[src/rtl/serial_adder.sv]
// Bit-serial WIDTH-bit adder: two half adders plus a registered carry,
// one bit per clock LSB-first, with a one-cycle done pulse.
module serial_adder #(
    parameter int WIDTH = 8
) (
    input  logic             clk,
    input  logic             rst_n,
    input  logic             start,
    input  logic [WIDTH-1:0] a,
    input  logic [WIDTH-1:0] b,
    output logic             busy,
    output logic             done,
    output logic [WIDTH-1:0] sum,
    output logic             cout
);

    localparam int CW = $clog2(WIDTH);
    localparam logic [CW-1:0] LAST = CW'(WIDTH - 1);

    typedef enum logic [1:0] {
        S_IDLE,
        S_RUN,
        S_DONE
    } state_t;

    state_t           state;
    logic [WIDTH-1:0] op_a;
    logic [WIDTH-1:0] op_b;
    logic [WIDTH-1:0] res;
    logic [CW-1:0]    cnt;
    logic             carry;

    logic             p;
    logic             g1;
    logic             s;
    logic             g2;
    logic             carry_next;
    logic [WIDTH-1:0] res_next;

    // Full-adder cell built from two half adders on the current LSBs
    always_comb begin
        p          = op_a[0] ^ op_b[0];
        g1         = op_a[0] & op_b[0];
        s          = p ^ carry;
        g2         = p & carry;
        carry_next = g1 | g2;
        res_next   = {s, res[WIDTH-1:1]};
    end

    always_ff @(posedge clk) begin
        if (!rst_n) begin
            state <= S_IDLE;
            op_a  <= '0;
            op_b  <= '0;
            res   <= '0;
            cnt   <= '0;
            carry <= 1'b0;
            busy  <= 1'b0;
            done  <= 1'b0;
            sum   <= '0;
            cout  <= 1'b0;
        end else begin
            unique case (state)
                S_IDLE: begin
                    if (start) begin
                        op_a  <= a;
                        op_b  <= b;
                        carry <= 1'b0;
                        cnt   <= '0;
                        busy  <= 1'b1;
                        state <= S_RUN;
                    end
                end
                S_RUN: begin
                    carry <= carry_next;
                    res   <= res_next;
                    op_a  <= op_a >> 1;
                    op_b  <= op_b >> 1;
                    cnt   <= cnt + 1'b1;
                    if (cnt == LAST) begin
                        sum   <= res_next;
                        cout  <= carry_next;
                        done  <= 1'b1;
                        state <= S_DONE;
                    end
                end
                S_DONE: begin
                    done  <= 1'b0;
                    busy  <= 1'b0;
                    state <= S_IDLE;
                end
                default: state <= S_IDLE;
            endcase
        end
    end

endmodule

[config.mk]
export PLATFORM = sky130hd
export DESIGN_NAME = serial_adder
export DESIGN_NICKNAME = d
export VERILOG_FILES = /design/src/rtl/serial_adder.sv
export SDC_FILE = /design/constraint.sdc
export NUM_CORES = 1
export LEC_CHECK = 0
export CORE_UTILIZATION = 46
export CTS_CLUSTER_SIZE = 30
export DETAILED_ROUTE_END_ITERATION = 10
export PLACE_DENSITY = 0.74
export SYNTH_ARGS = -nofsm -noshare
export SYNTH_HDL_FRONTEND = slang
export SYNTH_SLANG_ARGS = --single-unit
export TNS_END_PERCENT = 1
[constraint.sdc]
create_clock -name clk -period 1.4 [get_ports clk]
set_clock_uncertainty 0.15 [all_clocks]
set_input_delay 0.28 -clock clk [delete_from_list [all_inputs] [get_ports clk]]
set_output_delay 0.28 -clock clk [all_outputs]
set_load 0.1 [all_outputs]
==> impl_metrics.csv, run 1 <==
group,metric,value,unit
yosys,netlist_top_cells_area,"dfxtp_1 (48%), mux2i_1 (8.4%), o211ai_1 (6.8%)",
cts,cts.clk_slew.worst_paths,130,ps
placement,place_area,2160,µm²
yosys,syn_area_per_cell,9.14,µm²
min_path,hold_path_end,"sum[0]",
global_route,grt_max_degree,26,
worst_setup_path,r2r-start,"cnt[0]",
worst_setup_path,path_cells,"buf_12",
worst_setup_path,rrSetupSlack,50,ps
cts,ctsHoldBuffers,0,
cts,cts_tree,"done",
floorplan,die_h,62.1,µm
cells_and_area,fill_cells,271,
yosys,synthDistinctLibCells,29,
global_route,globalRoute.totalOverflow,0,
timing,min_period_over_period,97.7,%
cts,root_buffer,"clkbuf_4",
routing,met1_length,1440,µm
timing,tightest_slew,409,ps
worst_setup_path,worst_path_largest_cell_delay,400,ps
cells_and_area,fin_nets,237,
cells_and_area,syn_to_final_growth,37.8,%
yosys,syn-num-nets,204,
cts,cts-buffers-inserted,5,
timing,post-route-min-period,1370,ps
yosys,ys_warn_count,0,
worst_setup_path,path_buf_inv,1,
min_path,hp-start,"res[1]",
yosys,syn_inst,182,
timing,relSlewSlack,72.7,%
worst_setup_path,worstSetupStartpointType,"flop",
routing,met3_length,136,µm
routing,antenna_left,0,
yosys,synth_area,1660,µm²
worst_setup_path,required,970,ps
cts,clk_latency,350,ps
routing,top_layer_used,"met4",
cts,cts.repair.resized,4,
worst_setup_path,critPathCaptureType,"output port",
yosys,seq_area_frac_synth,48.1,%
floorplan,fp-row-count,21,
worst_setup_path,rr_worst_depth,4,
routing,wire_per_inst,13.6,µm
timing,finalHoldWorstSlack,314,ps
yosys,ys_seq_elements,40,
job,cap_violations,0,
worst_setup_path,r2r_end,"state[1]",
pwr,powerDensity,986,nW/µm²
global_route,grt_pass1_wl,6310,µm
cts,post_cts_buffers,0,
worst_setup_path,setup.worst_path.class,"reg2out",
min_path,hold_depth,2,
routing,drt_iter0_markers,51,
worst_setup_path,worst_path_max_delay_cell,"dfxtp_1",
timing,max_freq,0.731,GHz
floorplan,die_w,62.1,µm
routing,dr.pass1.iters,5,
routing,routed_wl,3570,µm
cts,cts_max_level,2,
worst_setup_path,crit_family,"flip-flops",
pwr,ir_drop,0.579,mV
cts,cts_sinks,40,
timing,rsz0062_at_grt,"no",
worst_setup_path,arrival,940,ps
cells_and_area,drive_above_1_share,23.6,%
floorplan,io-pin-count,30,
routing,wl_met2,1910,µm
yosys,synth_top_area_cell,"dfxtp_1",
cells_and_area,stdcell_area,2290,µm²
placement,post-dp-hpwl,2590,µm
placement,numPortBuffers,29,
floorplan,dieArea,3860,µm²
placement,routabilityCongestion,0.783,
worst_setup_path,crit_fanout,2,
cells_and_area,diodes,0,
global_route,antenna_found_initial,0,
global_route,grt_usage,20.5,%
pwr,p_leak,0.896,nW
floorplan,coreArea,3390,µm²
timing,setup_violations,0,
yosys,synth_top_area_share,48.1,%
global_route,grt_pass1_vias,1491,
routing,drt_drc_violations_left,0,
routing,vias_per_cell,5.41,
status,outcome,"finished, final reports clean",
floorplan,start_util,49.1,%
min_path,hp-class,"reg2reg",
routing,num_vias,1418,
timing,report.final.hold_viol_count,0,
timing,maxSlewViolCount,0,
cts,clk_path_buf_depth,2,
-- cells in the mapped netlist, drive strengths merged --
cell type / instances
clkbuf: 6
o211ai: 15
nand3b: 1
nor2b: 1
nand2b: 2
a21oi: 3
ha: 2
buf: 9
and3b: 1
and2: 1
and3: 1
a21boi: 9
dfxtp: 40
fa: 1
o21ai: 20
nand4: 2
nor2: 3
o22ai: 1
and2b: 1
nand3: 19
mux2i: 14
nand2: 28
inv: 2
-- final cells by class --
cell class	count	area, µm²	share of cell area, %
multi-input cells	125	811	35.4
well taps	46	57.6	2.51
repair buffers	41	515	22.5
flip-flops and latches	40	818	35.7
inverters	2	7.51	0.327
clock buffers	5	37.5	1.64
clock inverters	3	46.3	2.02
-- registers in the layout, indices dropped and copies added (netlist names) --
signal,count
op_a,8
op_b,8
sum,8
res,7
cnt,3
state,2
busy,1
carry,1
cout,1
done,1
-- worst max path at each step --
| stage | start | end | depth (start not counted) |
|---|---|---|---|
| final | sum[7] | sum[7] | 1 |
| after global routing | state[0] | cnt[2] | 3 |
| after CTS | done | done | 1 |
| after detailed placement | start | cnt[2] | 4 |
| after global placement | start | carry | 4 |
| after floorplan | cnt[0] | done | 6 |
-- routing by layer --
layer	global-route usage, %	vias to the layer above
met4	12.2	0
met3	4.23	9
met1	21.6	666
met2	37.4	34
li1	-	709
met5	0	-
-- cells in the final DEF, fill, tap and decap left out, types with 5 or more instances in the layout --
cell and count:
buf_12 13, nand3_1 19, nand2_1 28, dfxtp_1 26, mux2i_1 14, a21boi_1 7
o21ai_1 13, o21ai_0 7, dfxtp_2 14, clkbuf_4 5, buf_4 10, o211ai_1 15
clkdlybuf4s50_1 18
-- logic make-up (layout without fill, tap and decap cells) --
| kind of cell | Yosys count | after routing | synth area share (%) |
|---|---|---|---|
| adders and majority gates | 3 | 3 | 2.71 |
| AOI/OAI and AO/OA | 48 | 48 | 18.1 |
| and+or+nand+nor | 60 | 60 | 17.1 |
| buffers and inverters | 17 | 51 | 5.49 |
| muxes | 14 | 14 | 8.42 |
| DFF | 40 | 40 | 48.1 |
-- tightest hold or removal path, cell delays in order (launching register included) --
cell	delay (ps)
dfxtp_1	330
nand3_1	60
nand2_1	50
-- through the flow --
stage | total power [mW] | setup slack [ps] | instances | util, % | TNS, ps
after CTS | 2.28 | 1.63 | 262 | 66.5 | 0
after floorplan | 1.38 | 1.54 | 182 | - | 0
final | 2.26 | 32.3 | 262 | 67.7 | 0
after global placement | 1.49 | -226 | 254 | 63.6 | -4360
after global routing | 2.36 | 0.353 | 262 | 67.7 | 0
after detailed placement | 1.50 | -290 | 254 | 63.6 | -5630
-- power breakdown --
group / switching [mW] / total (mW) / internal, mW
clock network: 0.397 / 0.778 / 0.381
registers: 0.0333 / 1.22 / 1.18
logic: 0.127 / 0.266 / 0.138
(Power assumes the default switching activity.)
==> run 2: changes to the inputs <==
--- a/config.mk
+++ b/config.mk
@@ -6,7 +6,6 @@
 export NUM_CORES = 1
 export LEC_CHECK = 0
 export CORE_UTILIZATION = 46
-export CTS_CLUSTER_SIZE = 30
 export DETAILED_ROUTE_END_ITERATION = 10
 export PLACE_DENSITY = 0.74
 export SYNTH_ARGS = -nofsm -noshare
==> results of run 2 <==
The final DEF is identical to that of run 1; final timing and power are the same.
==> run 3: changes to the inputs <==
==> constraint.sdc (replaced) <==
create_clock -name clk -period 1.4 [get_ports clk]
set_clock_uncertainty 0.15 [all_clocks]
set_input_delay 0.14 -clock clk [delete_from_list [all_inputs] [get_ports clk]]
set_output_delay 0.14 -clock clk [all_outputs]
set_load 0.1 [all_outputs]
==> run 3 against run 2 <==
Clock power shrank 3.6%. Power down 1.9%. First-iteration DRC count is 27% lower. Combinational power shrank 5%. Final cell count decreased by 0.38%. Sequential share of layout area increased by 0.23 points. Critical endpoint is now done. Highest routed layer unchanged. Routed wire length down 5.6%. Non-clock buffer count shrank 2.
==> impl_metrics.csv, run 3 (synthesized netlist as in run 1, its figures left out) <==
group,metric,value,unit
worst_setup_path,critPathCaptureType,"flop",
cts,clk_path_buf_depth,2,
min_path,hp-class,"in2reg",
floorplan,start_util,49.1,%
timing,tightest_slew,321,ps
timing,maxSlewViolCount,0,
job,cap_violations,0,
floorplan,dieArea,3860,µm²
worst_setup_path,rr_worst_depth,5,
routing,antenna_left,0,
min_path,hold_path_end,"op_a[7]",
cells_and_area,diodes,0,
global_route,grt_pass1_wl,5940,µm
cells_and_area,multi_input_area,810,µm²
min_path,hp-start,"a[7]",
worst_setup_path,r2r_end,"done",
cts,cts_sinks,40,
routing,wire_per_inst,12.9,µm
global_route,grt_pass1_vias,1404,
placement,routabilityCongestion,0.782,
global_route,grt_max_degree,27,
status,outcome,"finished, final reports clean",
floorplan,io-pin-count,30,
worst_setup_path,setup.worst_path.class,"reg2reg",
cts,cts_tree,"done",
min_path,hold_depth,3,
floorplan,die_w,62.1,µm
timing,setup-tns-final,0,ps
cells_and_area,largestRegisters,"op_a x8, op_b x8, sum x8",
cts,clk_latency,350,ps
floorplan,die_h,62.1,µm
timing,report.final.hold_viol_count,0,
cts,post_cts_buffers,0,
timing,setup_slack,34.5,ps
timing,relSlewSlack,78.5,%
cells_and_area,fill_cells,264,
cts,root_buffer,"clkbuf_4",
cells_and_area,fin_cells,261,
routing,drt_iter0_markers,37,
timing,max_freq,0.732,GHz
cells_and_area,layout_commonest_cell,"dfxtp_1",
routing,dr.pass1.iters,4,
routing,drt_drc_violations_left,0,
cts,cts.clk_slew.worst_paths,120,ps
worst_setup_path,worstSetupStartpointType,"flop",
worst_setup_path,r2r-start,"cnt[0]",
placement,place_ws,-114,ps
placement,numPortBuffers,29,
cells_and_area,final_cell_mix,"dfxtp_1 (36), nand2_1 (28), nand3_1 (19)",
timing,min_period_over_period,97.5,%
global_route,antenna_found_initial,0,
floorplan,coreArea,3390,µm²
pwr,ir_drop,0.449,mV
global_route,grt_usage,19.2,%
cells_and_area,drive_above_1_share,18.1,%
routing,routed_wl,3370,µm
timing,setup_violations,0,
global_route,globalRoute.totalOverflow,0,
routing,vias_per_cell,5.31,
timing,rsz0062_at_grt,"yes",
routing,num_vias,1385,
cts,cts_max_level,2,
worst_setup_path,crit_fanout,5,
placement,place_inst,252,
worst_setup_path,arrival,1480,ps
cells_and_area,post-route-util,66.4,%
worst_setup_path,required,1510,ps
cts,cts-buffers-inserted,5,
pwr,powerDensity,985,nW/µm²
cells_and_area,fin_nets,236,
cells_and_area,final-seq-area,808,µm²
floorplan,fp-row-count,21,
placement,post-dp-hpwl,2400,µm
cells_and_area,syn_to_final_growth,35.3,%
worst_setup_path,rrSetupSlack,30,ps
timing,post-route-min-period,1370,ps
pwr,p_leak,0.882,nW
-- run 3: changes by cell type in the layout (fill, tap and decap cells not counted), sizes merged --
cell    change
and3b       +1
buf         -2
clkinv      +1
inv         -1
-- run 3: final cells by class --
class | instances | share of cell area [%]
repair buffers | 39 | 21.7
clock buffers | 5 | 1.67
inverters | 2 | 0.334
flip-flops and latches | 40 | 35.9
well taps | 46 | 2.56
multi-input cells | 126 | 36.0
clock inverters | 3 | 1.89
-- run 3: per-stage QoR --
stage / hold slack, ps / instance area (µm²) / power (mW)
global route: 266 / 2250 / 2.32
detailed placement: 300 / 2130 / 1.49
finish: 260 / 2250 / 2.22
global placement: 291 / 2130 / 1.48
CTS: 255 / 2220 / 2.24
floorplan: 150 / 1670 / 1.38
-- run 3: report_power, final --
group	internal [mW]	total [mW]	leakage (nW)	switching, mW
combinational	0.130	0.253	0.513	0.123
sequential	1.18	1.21	0.328	0.0313
clock	0.372	0.750	0.0412	0.378
total	1.68	2.22	0.882	0.533
-- run 3: worst max-delay path by stage --
stage / start / endpoint / slack, ps / cells past startpoint
floorplan: cnt[0] / done / 2 / 6
global placement: start / carry / -90 / 4
detailed placement: start / carry / -110 / 4
CTS: cnt[0] / state[1] / 1 / 4
global route: cnt[1] / cout / -30 / 6
finish: cnt[0] / done / 30 / 5
-- run 3: what timing repair did --
item | CTS | global route
setup endpoints to repair | 11 | 31
resized for setup | 4 | 6
hold buffers | 0 | 0
cloned | 0 | 1
-- run 3: critical path: stages (launching register included) --
cell and delay [ps]:
dfxtp_2 340, ha_2 190, ha_4 170, and3b_2 240, a21oi_2 130, nor2b_1 50
-- run 3: layer usage --
metal  vias to the layer above  track usage, %  wire, µm
met3                         7            5.88       173
met1                       628            21.2      1400
met2                        44            34.8      1730
met5                         -               0         0
met4                         0            6.10        66
li1                        706               -         -
